## src/rtl/param_combine_pkg.sv

```systemverilog
// Shared types for the parameter-combine pipeline.
// foo_t is the parameter type for the b-operand width. combine_op_e encodes the per-channel operation.
package param_combine_pkg;

    typedef logic [10:0] foo_t;

    typedef enum logic [1:0] {
        OP_AND  = 2'd0,
        OP_OR   = 2'd1,
        OP_CAT  = 2'd2,
        OP_SWAP = 2'd3
    } combine_op_e;

endpackage

```

## src/rtl/param_combine_if.sv

```systemverilog
// Input beat and output FIFO-head bundle for param_combine_pipe.
// The slave side is the block; the master side is the producer and consumer.
interface param_combine_if
    import param_combine_pkg::*;
#(
    parameter       SIZE_A = 4,
    parameter foo_t SIZE_B = 11'd3,
    parameter int   NCHAN  = 2,
    parameter int   DEPTH  = 4
);
    localparam int SB = int'(SIZE_B);
    localparam int W  = SIZE_A + SB;

    logic                         in_valid;
    logic                         in_ready;
    logic [1:0]                   in_op;
    logic [NCHAN*SIZE_A-1:0]      in_a;
    logic [NCHAN*SB-1:0]          in_b;
    logic                         out_valid;
    logic                         out_ready;
    logic [NCHAN*W-1:0]           out_data;
    logic [1:0]                   out_op;
    logic [$clog2(DEPTH+1)-1:0]   count;
    logic [15:0]                  xfer_cnt;

    modport master (
        output in_valid, in_op, in_a, in_b, out_ready,
        input  in_ready, out_valid, out_data, out_op, count, xfer_cnt
    );

    modport slave (
        input  in_valid, in_op, in_a, in_b, out_ready,
        output in_ready, out_valid, out_data, out_op, count, xfer_cnt
    );

endinterface

```

## src/rtl/param_combine_fifo.sv

```systemverilog
// Purpose: DEPTH-entry register FIFO; full/empty derived from the occupancy count.
// Latency: a push at edge N is readable on rd_dat after edge N.
// Backpressure: pushes are ignored while full and pops are ignored while empty.
module param_combine_fifo #(
    parameter int WIDTH = 8,
    parameter int DEPTH = 4
) (
    input  logic                         clk,
    input  logic                         rst,
    input  logic                         push,
    input  logic [WIDTH-1:0]             wr_dat,
    input  logic                         pop,
    output logic [WIDTH-1:0]             rd_dat,
    output logic [$clog2(DEPTH+1)-1:0]   count,
    output logic                         full,
    output logic                         empty
);
    localparam int PW = $clog2(DEPTH);
    localparam int CW = $clog2(DEPTH+1);

    logic [WIDTH-1:0] mem [DEPTH];
    logic [PW-1:0]    wr_ptr;
    logic [PW-1:0]    rd_ptr;
    logic             do_push;
    logic             do_pop;

    assign full    = (count == CW'(DEPTH));
    assign empty   = (count == '0);
    assign do_push = push && !full;
    assign do_pop  = pop && !empty;
    assign rd_dat  = mem[rd_ptr];

    // Storage is cleared on reset so the output bus reads zero until the first push.
    always_ff @(posedge clk or posedge rst) begin
        if (rst) begin
            for (int i = 0; i < DEPTH; i++) begin
                mem[i] <= '0;
            end
            wr_ptr <= '0;
            rd_ptr <= '0;
            count  <= '0;
        end else begin
            if (do_push) begin
                mem[wr_ptr] <= wr_dat;
                wr_ptr      <= wr_ptr + PW'(1);
            end
            if (do_pop) begin
                rd_ptr <= rd_ptr + PW'(1);
            end
            case ({do_push, do_pop})
                2'b10:   count <= count + CW'(1);
                2'b01:   count <= count - CW'(1);
                default: count <= count;
            endcase
        end
    end

endmodule

```

## src/rtl/param_combine_pipe.sv

```systemverilog
// Purpose: per-channel AND/OR/CAT/SWAP of operand pairs, results queued with the op code.
// Latency: beat accepted at edge N is presented on out_data after edge N (no bypass).
// Backpressure: in_ready = !full; no pass-through when full even if out_ready is high.
module param_combine_pipe
    import param_combine_pkg::*;
#(
    parameter       SIZE_A = 4,
    parameter foo_t SIZE_B = 11'd3,
    parameter int   NCHAN  = 2,
    parameter int   DEPTH  = 4
) (
    input  logic            clk,
    input  logic            rst,
    param_combine_if.slave  bus
);
    localparam int SB = int'(SIZE_B);
    localparam int W  = SIZE_A + SB;
    localparam int DW = NCHAN * W;
    localparam int FW = DW + 2;
    localparam int CW = $clog2(DEPTH+1);

    if (SIZE_A < 1) begin : g_chk_size_a
        $error("SIZE_A must be at least 1");
    end
    if (SB < 1) begin : g_chk_size_b
        $error("SIZE_B must be in 1..2047");
    end
    if (NCHAN < 1) begin : g_chk_nchan
        $error("NCHAN must be at least 1");
    end
    if (DEPTH < 2 || (DEPTH & (DEPTH - 1)) != 0) begin : g_chk_depth
        $error("DEPTH must be a power of two, at least 2");
    end

    logic [DW-1:0] comb_dat;

    for (genvar i = 0; i < NCHAN; i++) begin : g_chan
        logic [SIZE_A-1:0] a;
        logic [SB-1:0]     b;
        logic [W-1:0]      res;

        assign a = bus.in_a[i*SIZE_A +: SIZE_A];
        assign b = bus.in_b[i*SB +: SB];

        always_comb begin
            res = '0;
            case (combine_op_e'(bus.in_op))
                OP_AND:  res = {{SB{1'b0}}, a} & {{SIZE_A{1'b0}}, b};
                OP_OR:   res = {{SB{1'b0}}, a} | {{SIZE_A{1'b0}}, b};
                OP_CAT:  res = {a, b};
                OP_SWAP: res = {b, a};
                default: res = '0;
            endcase
        end

        assign comb_dat[i*W +: W] = res;
    end

    logic          accept;
    logic          pop;
    logic [FW-1:0] rd_dat;
    logic [CW-1:0] fifo_count;
    logic          fifo_full;
    logic          fifo_empty;
    logic [15:0]   xfer_q;

    assign accept = bus.in_valid && bus.in_ready;
    assign pop    = bus.out_valid && bus.out_ready;

    param_combine_fifo #(
        .WIDTH (FW),
        .DEPTH (DEPTH)
    ) u_fifo (
        .clk    (clk),
        .rst    (rst),
        .push   (accept),
        .wr_dat ({bus.in_op, comb_dat}),
        .pop    (pop),
        .rd_dat (rd_dat),
        .count  (fifo_count),
        .full   (fifo_full),
        .empty  (fifo_empty)
    );

    assign bus.in_ready  = !fifo_full;
    assign bus.out_valid = !fifo_empty;
    assign bus.out_data  = rd_dat[DW-1:0];
    assign bus.out_op    = rd_dat[FW-1 -: 2];
    assign bus.count     = fifo_count;
    assign bus.xfer_cnt  = xfer_q;

    always_ff @(posedge clk or posedge rst) begin
        if (rst) begin
            xfer_q <= '0;
        end else if (pop) begin
            xfer_q <= xfer_q + 16'd1;
        end
    end

endmodule
```

## src/flat_wrapper.sv

```systemverilog
// flat-port wrapper written by rule: the top's interface ports become plain ports
module param_combine_pipe_flat import param_combine_pkg::*;
#(
    parameter       SIZE_A = 4,
    parameter foo_t SIZE_B = 11'd3,
    parameter int   NCHAN  = 2,
    parameter int   DEPTH  = 4
)
  (clk, rst, bus_in_valid, bus_in_op, bus_in_a, bus_in_b, bus_out_ready, bus_in_ready, bus_out_valid, bus_out_data, bus_out_op, bus_count, bus_xfer_cnt);
  param_combine_if #(.SIZE_A(SIZE_A), .SIZE_B(SIZE_B), .NCHAN(NCHAN), .DEPTH(DEPTH)) bus_i ();
  input  logic clk;
  input  logic rst;
  input wire logic [$bits(bus_i.in_valid)-1:0] bus_in_valid;
  input wire logic [$bits(bus_i.in_op)-1:0] bus_in_op;
  input wire logic [$bits(bus_i.in_a)-1:0] bus_in_a;
  input wire logic [$bits(bus_i.in_b)-1:0] bus_in_b;
  input wire logic [$bits(bus_i.out_ready)-1:0] bus_out_ready;
  output wire logic [$bits(bus_i.in_ready)-1:0] bus_in_ready;
  output wire logic [$bits(bus_i.out_valid)-1:0] bus_out_valid;
  output wire logic [$bits(bus_i.out_data)-1:0] bus_out_data;
  output wire logic [$bits(bus_i.out_op)-1:0] bus_out_op;
  output wire logic [$bits(bus_i.count)-1:0] bus_count;
  output wire logic [$bits(bus_i.xfer_cnt)-1:0] bus_xfer_cnt;
  assign bus_i.in_valid = bus_in_valid;
  assign bus_i.in_op = bus_in_op;
  assign bus_i.in_a = bus_in_a;
  assign bus_i.in_b = bus_in_b;
  assign bus_i.out_ready = bus_out_ready;
  assign bus_in_ready = bus_i.in_ready;
  assign bus_out_valid = bus_i.out_valid;
  assign bus_out_data = bus_i.out_data;
  assign bus_out_op = bus_i.out_op;
  assign bus_count = bus_i.count;
  assign bus_xfer_cnt = bus_i.xfer_cnt;
  param_combine_pipe #(.SIZE_A(SIZE_A), .SIZE_B(SIZE_B), .NCHAN(NCHAN), .DEPTH(DEPTH)) u_core (.clk(clk), .rst(rst), .bus(bus_i));
endmodule
```

## config.mk

```make
export PLATFORM = sky130hd
export DESIGN_NAME = param_combine_pipe_flat
export DESIGN_NICKNAME = d
export VERILOG_FILES = /design/src/rtl/param_combine_pkg.sv /design/src/rtl/param_combine_if.sv /design/src/rtl/param_combine_fifo.sv /design/src/rtl/param_combine_pipe.sv /design/src/flat_wrapper.sv
export SDC_FILE = /design/constraint.sdc
export NUM_CORES = 1
export LEC_CHECK = 0
export BUFFER_PORTS_ARGS = -buffer_cell sky130_fd_sc_hd__buf_2
export CAP_MARGIN = 25
export CORE_ASPECT_RATIO = 1.75
export CORE_UTILIZATION = 29
export DETAILED_ROUTE_END_ITERATION = 7
export HOLD_SLACK_MARGIN = 0.08
export PLACE_DENSITY_LB_ADDON = 0.2
export SLEW_MARGIN = 10
export SYNTH_ARGS = -nofsm -noshare
export SYNTH_HDL_FRONTEND = slang
export SYNTH_SLANG_ARGS = --single-unit
```

## constraint.sdc

```tcl
create_clock -name clk -period 3.23 [get_ports clk]
set_input_delay 0.4845 -clock clk [delete_from_list [all_inputs] [get_ports clk]]
set_output_delay 0.4845 -clock clk [all_outputs]
set_load 0.005 [all_outputs]
```

==> metrics.csv, run 1 <==
metric,value,unit
htree_levels,3,
fillers,1412,
multi_input_area,1690,um2
final_common_cell,dfrtp_1,
seq_power_share,41.9,%
cts_root_buf,clkbuf_16,
power_leakage,2.21,nW
path_class,reg2out,
final_cell_mix,"dfrtp_1 (87), nand2_1 (72), o21ai_0 (56), buf_2 (56), mux4_2 (16)",
p_comb_share,34.3,%
drt_pass1_iterations,4,
skew,0.00447,ns
relSlewSlack,54.2,%
synthesis.nets,377,
power.switching,0.00145,W
vdd_drop_max,0.427,mV
outcome,"complete, no violations",
final-hold-violation-count,0,
p_int,0.00290,W
ys_seq_area_share,54.4,%
critical-path-top-delay-family,flip-flops,
area_growth_syn_to_layout,19.5,%
p_clk_share,23.8,%
clock_sinks,87,
ys_ff_latch,87,
power_switching_share,33.2,%
die_w,90.8,um
hold_class,in2async,
antenna_found_initial,0,
endpoint_kind,primary output,
synthCells,350,
cts_setup_buffers,0,
critical_path.max_fanout,12,
nets,433,
period_share,72.4,%
p_per_area,909,nW/um2
arrival,1.85,ns
ff_latch_area,2180,um2
finalSetupViolCount,0,
slowest_delay,0.78,ns
grt_pass1_wl,15200,um
cts_tree,yes,
start_util,29.8,%
hold_buffers,0,
grt_setup_unrepaired,false,
r2r_start,u_core.u_fifo.count[0],
cts_resized,0,
drt-initial-drc-count,182,
clkTransAtPathRegs,0.06,ns
finalSetupTns,0,ns
crit_slowest_cell,dfrtp_1,
dpl.hpwl,6280,um
required,2.75,ns
yosys_warnings,0,
grt_pass1_vias,2872,
syn_area_per_cell,11.4,um2
fmax,428,MHz
crit_start,u_core.u_fifo.rd_ptr[0],
tightest_slew,0.687,ns
io_buffers,56,
viasPerCell,4.66,
dieArea,14300,um2
io_pins,57,
overflow,0,
finalCriticalPeriod,2.34,ns
synthDistinctLibCells,32,
grt_use_total,14.0,%
dieHeight,157,um
antenna_left,0,
crit_buf_inv,2,
place_ws,0.996,ns
clock_path_buffers,2,
post-route-util,35.6,%
grt_max_degree,88,
num_vias,2726,
slew_viol_final,0,
drv_cap,0,
startpoint_type,flip-flop,
wirelength,9160,um
layout-drive-gt1-share,26.8,%
diodes,0,
numCtsBuffers,9,
place.gp.congestion,0.717,
path_cells,buf_4 -> mux4_2 -> buf_2,
num_rows,56,
drc,0,
core_region_area,13500,um2
wire_per_inst,15.7,um
syn_area,4010,um2
insertion_delay,0.34,ns
setup_slack,0.892,ns
power groups by stage:
stage                     registers [W]  clock network [W]  logic, W
after floorplan                 0.00173                  0   0.00106
after global placement          0.00183                  0   0.00150
after detailed placement        0.00185                  0   0.00153
after CTS                       0.00183            0.00107   0.00154
after global routing            0.00189            0.00112   0.00171
final                           0.00182            0.00104   0.00149
Yosys cell counts:
master / n / area [um2]
inv_1: 7 / 26.3
xor2_1: 7 / 61.3
and4_1: 1 / 8.76
mux2i_1: 1 / 10.0
clkbuf_1: 4 / 15.0
ha_1: 6 / 75.1
buf_2: 14 / 70.1
fa_1: 1 / 20.0
or3b_1: 1 / 8.76
mux4_2: 16 / 360
o31ai_2: 1 / 12.5
nor2_1: 3 / 11.3
a22oi_1: 2 / 15.0
or3_1: 1 / 6.26
nand3_1: 8 / 40.0
o311ai_2: 1 / 16.3
nand4_1: 4 / 25.0
o21ai_0: 56 / 280
nor3_1: 1 / 5.00
nor2b_1: 1 / 6.26
mux2_2: 7 / 78.8
nor3_2: 1 / 10.0
a21boi_0: 6 / 45.0
xnor2_1: 14 / 123
and3_1: 2 / 12.5
nor4_2: 1 / 12.5
dfrtp_1: 87 / 2180
o21a_1: 6 / 45.0
nand2_1: 72 / 270
buf_4: 4 / 30.0
mux2_1: 8 / 90.1
o22ai_1: 6 / 37.5
final cells by class:
cell class / count / area share, %
clock buffers: 11 / 5.07
clock inverters: 5 / 1.20
inverters: 7 / 0.575
multi-input cells: 234 / 35.3
flip-flops and latches: 87 / 45.5
well taps: 174 / 4.55
repair buffers: 67 / 7.85
logic make-up (layout without fill, tap and decap cells):
logic type               Yosys count  after routing  synth area share, %
AND/OR/NAND/NOR                   96             96                 10.4
flip-flops                        87             87                 54.4
AO/OA/AOI/OAI                     78             78                 11.3
multiplexers                      32             32                 13.5
buffers and inverters             29             90                 3.53
XOR/XNOR                          21             21                 4.59
adder cells (fa/ha/maj)            7              7                 2.37
worst reg2reg max path, cell delays in order, from the launching register on:
cell and delay, ns:
dfrtp_1 0.46, or3b_1 0.50, nand2_1 0.17, ha_1 0.21, inv_1 0.06, fa_1 0.37
xor2_1 0.15, nor2_1 0.12, xor2_1 0.15
path summary, 6_finish.rpt:
kind	cells after the start	slack, ns	endpoint
worst min register to register	1	0.47	u_core.bus.xfer_cnt[15]
worst max-delay path	3	0.89	bus_out_data[7]
min in group clk	1	0.47	u_core.bus.xfer_cnt[15]
max in group asynchronous	3	2.62	u_core.u_fifo.mem[41]
worst max register to register	8	0.98	u_core.u_fifo.count[2]
worst min-delay path	3	0.23	u_core.bus.xfer_cnt[11]
routing by layer:
layer	routed length (um)	global-route usage, %
met2	4570	24.0
met1	3980	16.8
met3	425	3.29
met4	176	6.20
met5	0	0
flip-flops by register name (all words and copies together) (netlist names):
register and count:
u_core.u_fifo.rd_ptr 2, u_core.u_fifo.mem 64, u_core.u_fifo.wr_ptr 2, u_core.u_fifo.count 3, u_core.bus.xfer_cnt 16
metrics by stage:
| step | hold slack [ns] | std cells | cell area (um2) | total power, W |
|---|---|---|---|---|
| floorplan | 0.445 | 350 | 4010 | 0.00280 |
| global placement | 0.457 | 569 | 4480 | 0.00333 |
| detailed placement | 0.463 | 569 | 4480 | 0.00338 |
| CTS | 0.263 | 585 | 4780 | 0.00445 |
| global route | 0.281 | 585 | 4780 | 0.00471 |
| finish | 0.227 | 585 | 4780 | 0.00435 |
(Power assumes the default switching activity.)
==> run 2, diff against run 1 <==
Settings changed: ABC_AREA set to 1.
Clock period 3.23 ns to 2.2 ns, I/O delays scaled along.
==> run 2 against run 1 <==
  * Register-to-register slack lost 0.76 ns
  * Synthesized cell count grew 59%
  * Area after synthesis grew 10%
  * Via count grew 40%
  * Critical path depth grew 6
  * Largest power group is now combinational cells
  * Highest routed layer unchanged
==> metrics.csv, run 2 <==
metric,value,unit,change
final_cell_mix,"nand2_1 (235), dfrtp_1 (87), buf_2 (56), o21ai_0 (53), nor2_1 (50)",,
min-delay-start,bus_in_valid,,
outcome,"complete, no violations",,
required,2.42,ns,-0.33 ns
final-hold-violation-count,0,,unchanged
fmax,505,MHz,
endpoint_kind,flip-flop,,
synth_common_cells,"nand2_1 (235), dfrtp_1 (87), o21ai_0 (53), nor2_1 (50), inv_1 (34)",,
crit_start,u_core.u_fifo.count[0],,
wire_per_inst,15.1,um,-3.6%
p_per_area,1360,nW/um2,+50%
r2r_start,u_core.u_fifo.count[0],,
power_leakage,2.70,nW,+22%
drc,0,,unchanged
whs,0.349,ns,+0.122 ns
cts_root_buf,clkbuf_16,,
skew,0.00703,ns,+0.00256 ns
p_int,0.00424,W,+46%
slowest_delay,0.42,ns,-0.36 ns
finalSetupViolCount,0,,unchanged
multi_input_area,1910,um2,+13%
period_share,90.1,%,
start_util,29.7,%,-0.089 points
power_switching_share,40.0,%,+6.8 points
path_cells,nor2_2 -> nand2_2 -> nand2_4 -> ha_1 -> inv_1 -> fa_1 -> a21oi_1 -> o21ai_0 -> xor2_1,,
syn_area_per_cell,7.92,um2,-31%
regMostFlops,u_core.u_fifo.mem,,
hold_class,in2reg,,
grt_pass1_vias,3877,,+35%
clkTransAtPathRegs,0.06,ns,about the same
cts_tree,yes,,
dieArea,15700,um2,+9.8%
final_area,5190,um2,+8.5%
syn_area,4400,um2,+10%
ys_seq_area_share,49.4,%,-4.9 points
dieHeight,165,um,+4.8%
startpoint_type,flip-flop,,
htree_levels,3,,unchanged
antenna_left,0,,unchanged
synth_top_area_share,49.4,%,-4.9 points
finalSetupTns,0,ns,unchanged
grt_setup_unrepaired,false,,
cts_setup_buffers,0,,unchanged
synthCells,556,,+59%
yosys_warnings,0,,unchanged
synthDistinctLibCells,28,,-13%
largest_reg_flops,64,,unchanged
p_comb_share,41.0,%,+6.7 points
insertion_delay,0.34,ns,about the same
p_clk_share,22.1,%,-1.7 points
crit_slowest_cell,dfrtp_1,,
io_pins,57,,unchanged
diodes,0,,unchanged
layout-drive-gt1-share,15.9,%,-11 points
critical_path.max_fanout,4,,-8
drt_pass1_iterations,4,,unchanged
grt_pass1_wl,19500,um,+28%
seq_power_share,36.9,%,-5.0 points
io_buffers,56,,unchanged
drv_cap,0,,unchanged
cts_resized,0,,unchanged
path_class,reg2reg,,
tightest_slew,0.670,ns,-0.0165 ns
ff_latch_area,2180,um2,unchanged
dpl.hpwl,8350,um,+33%
final_common_cell,nand2_1,,
die_w,95.2,um,+4.8%
synthFlopType,dfrtp_1,,
nets,640,,+48%
core_region_area,14800,um2,+10%
async_flop_share,100,%,unchanged
wirelength,12100,um,+32%
post_dp_cell_area,4880,um2,+8.9%
area_growth_syn_to_layout,17.9,%,
power.switching,0.00283,W,+95%
drt-initial-drc-count,127,,-30%
synth_most_common_cell,nand2_1,,
finalCriticalPeriod,1.98,ns,
arrival,2.20,ns,+0.35 ns
fillers,1542,,+9.2%
place.gp.congestion,0.787,,+9.7%
finalPower,0.00706,W,+62%
clock_path_buffers,2,,unchanged
viasPerCell,4.75,,+1.9%
grt_max_degree,34,,-61%
yosys-top-cells-area,"dfrtp_1 (49%), nand2_1 (20%), o21ai_0 (6.0%)",,
slew_viol_final,0,,unchanged
numCtsBuffers,9,,unchanged
vdd_drop_max,0.502,mV,+17%
overflow,0,,unchanged
yosysTopAreaCell,dfrtp_1,,
grt_use_total,16.5,%,+2.5 points
num_vias,3804,,+40%
synthesis.nets,583,,+55%
antenna_found_initial,0,,unchanged
ys_ff_latch,87,,unchanged
clock_sinks,87,,unchanged
num_rows,59,,+5.4%
synth-edff-count,0,,unchanged
relSlewSlack,54.9,%,+0.63 points
run 2: changes by cell type in the layout (fill, tap and decap cells not counted), moves of 7 or more:
cell | previous run | this run
nand2_1 | 72 | 235
nor2_1 | 3 | 50
inv_1 | 6 | 33
mux4_2 | 16 | 0
xnor2_1 | 14 | 1
o22ai_1 | 6 | 18
mux2_1 | 8 | 0
mux2_2 | 7 | 0
run 2: cell type report:
type / count / area share [%]
Clock buffer: 10 / 4.41
Clock inverter: 6 / 1.33
Inverter: 39 / 3.47
Multi-Input combinational cell: 410 / 36.8
Sequential cell: 87 / 41.9
Tap cell: 183 / 4.41
Timing Repair Buffer: 66 / 7.62
run 2: repair_timing:
| action | 4_1_cts | 5_1_grt |
|---|---|---|
| setup endpoints to repair | 0 | 0 |
| hold buffers | 1 | 0 |
| hold endpoints to repair | 10 | 0 |
run 2: logic make-up (layout without fill, tap and decap cells):
group	Yosys count	after routing	share of synthesized area, %
AOI/OAI and AO/OA	80	80	9.60
xor gates and xnor gates	10	10	1.99
adders and majority gates	7	7	2.16
buffers and inverters	59	121	7.16
DFF	87	87	49.4
and+or+nand+nor	313	313	29.7
run 2: worst max-delay path: cells and delay by family, from the launching register on:
| family | cells | cell delay, ns |
|---|---|---|
| AOI/OAI and AO/OA | 2 | 0.28 |
| xor gates and xnor gates | 1 | 0.15 |
| adders and majority gates | 2 | 0.55 |
| buffers and inverters | 1 | 0.07 |
| DFF | 1 | 0.42 |
| and+or+nand+nor | 3 | 0.40 |
run 2: path summary, 6_finish.rpt:
kind / end / slack (ns) / cells past startpoint
max: u_core.u_fifo.count[2] / 0.22 / 9
min: u_core.u_fifo.wr_ptr[0] / 0.35 / 3
max reg2reg: u_core.u_fifo.count[2] / 0.22 / 9
min reg2reg: u_core.u_fifo.mem[20] / 0.48 / 2
max in group asynchronous: u_core.bus.xfer_cnt[1] / 1.02 / 4
min in group asynchronous: u_core.u_fifo.mem[8] / 0.61 / 3
run 2: power by group through the flow:
stage / Sequential, W / Clock (W) / Combinational (W)
6_report: 0.00261 / 0.00156 / 0.00289
2_1_floorplan: 0.00257 / 0 / 0.00194
3_5_place_dp: 0.00263 / 0 / 0.00296
5_1_grt: 0.00269 / 0.00166 / 0.00330
3_3_place_gp: 0.00261 / 0 / 0.00291
4_1_cts: 0.00261 / 0.00161 / 0.00297
run 2: per-layer routing:
layer	GRT usage, %	up-vias	share of wire [%]
met5	0	-	0
met1	19.1	1839	42
met4	5.65	0	1.9
met3	2.81	17	3.6
li1	-	1860	-
met2	30.1	88	52
run 2: metrics by stage:
stage                     std cells  utilization, %  setup slack [ns]
after global placement          784            32.9             0.276
after CTS                       801            35.0             0.171
after detailed placement        784            32.9             0.251
final                           801            35.0             0.218
after floorplan                 556               -             0.255
after global routing            801            35.0            0.0904
==> run 3, diff against run 2 <==
==> constraint.sdc (replaced) <==
create_clock -name clk -period 2.2 [get_ports clk]
set_input_delay 0.33 -clock clk [delete_from_list [all_inputs] [get_ports clk]]
set_output_delay 0.33 -clock clk [all_outputs]
set_load 0.1 [all_outputs]
==> run 3 against run 2 <==
  * Flip-flop and latch count unchanged
  * Non-clock buffer count is 1 higher
  * Critical path depth shrank 5
  * Sequential share of layout area decreased by 1.0 points
  * Cell count did not move
  * Clock-buffer cell count is 1 lower
  * Register-to-register slack hardly changed
  * Maximum frequency shrank 4.3%
  * Hold slack got worse by 0.21 ns
  * Critical path type is now reg2out
  * Critical endpoint is now bus_out_data[10]
==> metrics.csv, run 3 (synthesized netlist as in run 2, its figures left out) <==
metric,value,unit,change
outcome,"complete, no violations",,
dieArea,15700,um2,unchanged
startpoint_type,flip-flop,,
core_region_area,14800,um2,unchanged
final_cell_mix,"nand2_1 (234), dfrtp_1 (84), o21ai_0 (53), nor2_1 (50), buf_2 (40)",,
nets,641,,+0.16%
dieHeight,165,um,unchanged
place_ws,0.203,ns,-0.0483 ns
path_cells,buf_4 -> o21ai_0 -> o22ai_2 -> buf_4,,
num_rows,59,,unchanged
cts_tree,yes,,
crit_path_end,bus_out_data[10],,
post-route-util,36.1,%,+1.1 points
area_growth_syn_to_layout,21.5,%,
endpoint_kind,primary output,,
clock_sinks,87,,unchanged
layout-drive-gt1-share,19.6,%,+3.7 points
drt-initial-drc-count,296,,+130%
crit_start,u_core.u_fifo.rd_ptr[1],,
start_util,29.7,%,unchanged
finalCriticalPeriod,2.07,ns,+0.0888 ns
arrival,1.74,ns,-0.46 ns
crit_top_cell,buf_4,,
drv_cap,0,,unchanged
antenna_found_initial,0,,unchanged
fmax,483,MHz,-4.3%
finalSetupViolCount,0,,unchanged
final-hold-violation-count,0,,unchanged
num_vias,3807,,+0.079%
htree_levels,3,,unchanged
grt_use_total,16.2,%,-0.35 points
required,1.87,ns,-0.55 ns
reg2reg_to,u_core.u_fifo.count[2],,
wire_per_inst,14.8,um,-2.2%
r2r_slack,0.21,ns,about the same
regMostFlops,u_core.u_fifo.mem,,
setup_slack,0.129,ns,-0.0888 ns
insertion_delay,0.34,ns,about the same
dp_cells,786,,+0.26%
cts_root_buf,clkbuf_16,,
die_w,95.2,um,unchanged
crit_slowest_cell,dfrtp_1,,
cts_setup_buffers,0,,unchanged
path_class,reg2out,,
period_share,94.1,%,+4.0 points
place.gp.congestion,0.783,,-0.51%
relSlewSlack,55.5,%,+0.65 points
io_pins,57,,unchanged
tightest_slew,0.660,ns,-0.00965 ns
overflow,0,,unchanged
slew_viol_final,0,,unchanged
clock_path_buffers,2,,unchanged
slowest_delay,0.54,ns,+0.12 ns
viasPerCell,4.75,,about the same
grt_pass1_vias,3736,,-3.6%
hold_buffers,0,,-1
wirelength,11800,um,-2.2%
largest_reg_flops,64,,unchanged
drc,0,,unchanged
final_common_cell,nand2_1,,
numCtsBuffers,9,,unchanged
antenna_left,0,,unchanged
grt_setup_unrepaired,false,,
io_buffers,56,,unchanged
r2r_start,u_core.u_fifo.count[2],,
critical-path-top-delay-family,buffers and inverters,,
grt_pass1_wl,19000,um,-2.7%
skew,0.00706,ns,+0.0000263 ns
fin_cells,801,,unchanged
diodes,0,,unchanged
critical_path.max_fanout,11,,+7
drt_pass1_iterations,4,,unchanged
grt_max_degree,88,,+160%
crit_cells,4,,-5
clkTransAtPathRegs,0.06,ns,about the same
crit_buf_inv,2,,+1
hold_class,in2async,,
r2r_cells,10,,+1
dpl.hpwl,8020,um,-4.0%
[run 3: what timing repair did]
action / CTS / global route
gates resized for setup: 3 / 13
setup endpoints to repair: 3 / 13
cloned: 0 / 0
[run 3: final cells by class]
| type | count | area [um2] |
|---|---|---|
| Clock buffer | 9 | 225 |
| Clock inverter | 6 | 70.1 |
| Fill cell | 1523 | 9490 |
| Inverter | 39 | 180 |
| Multi-Input combinational cell | 410 | 2040 |
| Sequential cell | 87 | 2190 |
| Tap cell | 183 | 229 |
| Timing Repair Buffer | 67 | 415 |
[run 3: worst min-delay path, cell delays in order]
cell        delay (ns)
buf_2             0.11
clkinvlp_4        0.07
buf_12            0.39
[run 3: per-layer routing]
| metal | GRT usage, % | up-vias | wire length [um] |
|---|---|---|---|
| li1 | - | 1857 | - |
| met1 | 19.8 | 1846 | 5050 |
| met2 | 28.1 | 87 | 6090 |
| met3 | 2.30 | 17 | 492 |
| met4 | 6.20 | 0 | 197 |
| met5 | 0 | - | 0 |
[run 3: through the flow]
step                      area (um2)  hold slack, ns  TNS [ns]
after floorplan                 4550           0.444    -0.166
after CTS                       5320           0.151         0
after global placement          5020           0.458         0
final                           5350           0.134         0
after global routing            5350           0.180         0
after detailed placement        5020           0.460         0
[run 3: worst min-delay path by stage]
stage | start | endpoint
floorplan | u_core.u_fifo.mem[26] | u_core.u_fifo.mem[26]
global placement | u_core.u_fifo.mem[29] | u_core.u_fifo.mem[29]
detailed placement | u_core.u_fifo.mem[18] | u_core.u_fifo.mem[18]
CTS | rst | u_core.u_fifo.mem[8]
global route | rst | u_core.u_fifo.mem[8]
finish | rst | u_core.u_fifo.mem[25]
Power of run 3 is left out: the tool's default activity adds up to more than one toggle a clock period on the data nets, which glitch-free logic cannot reach.
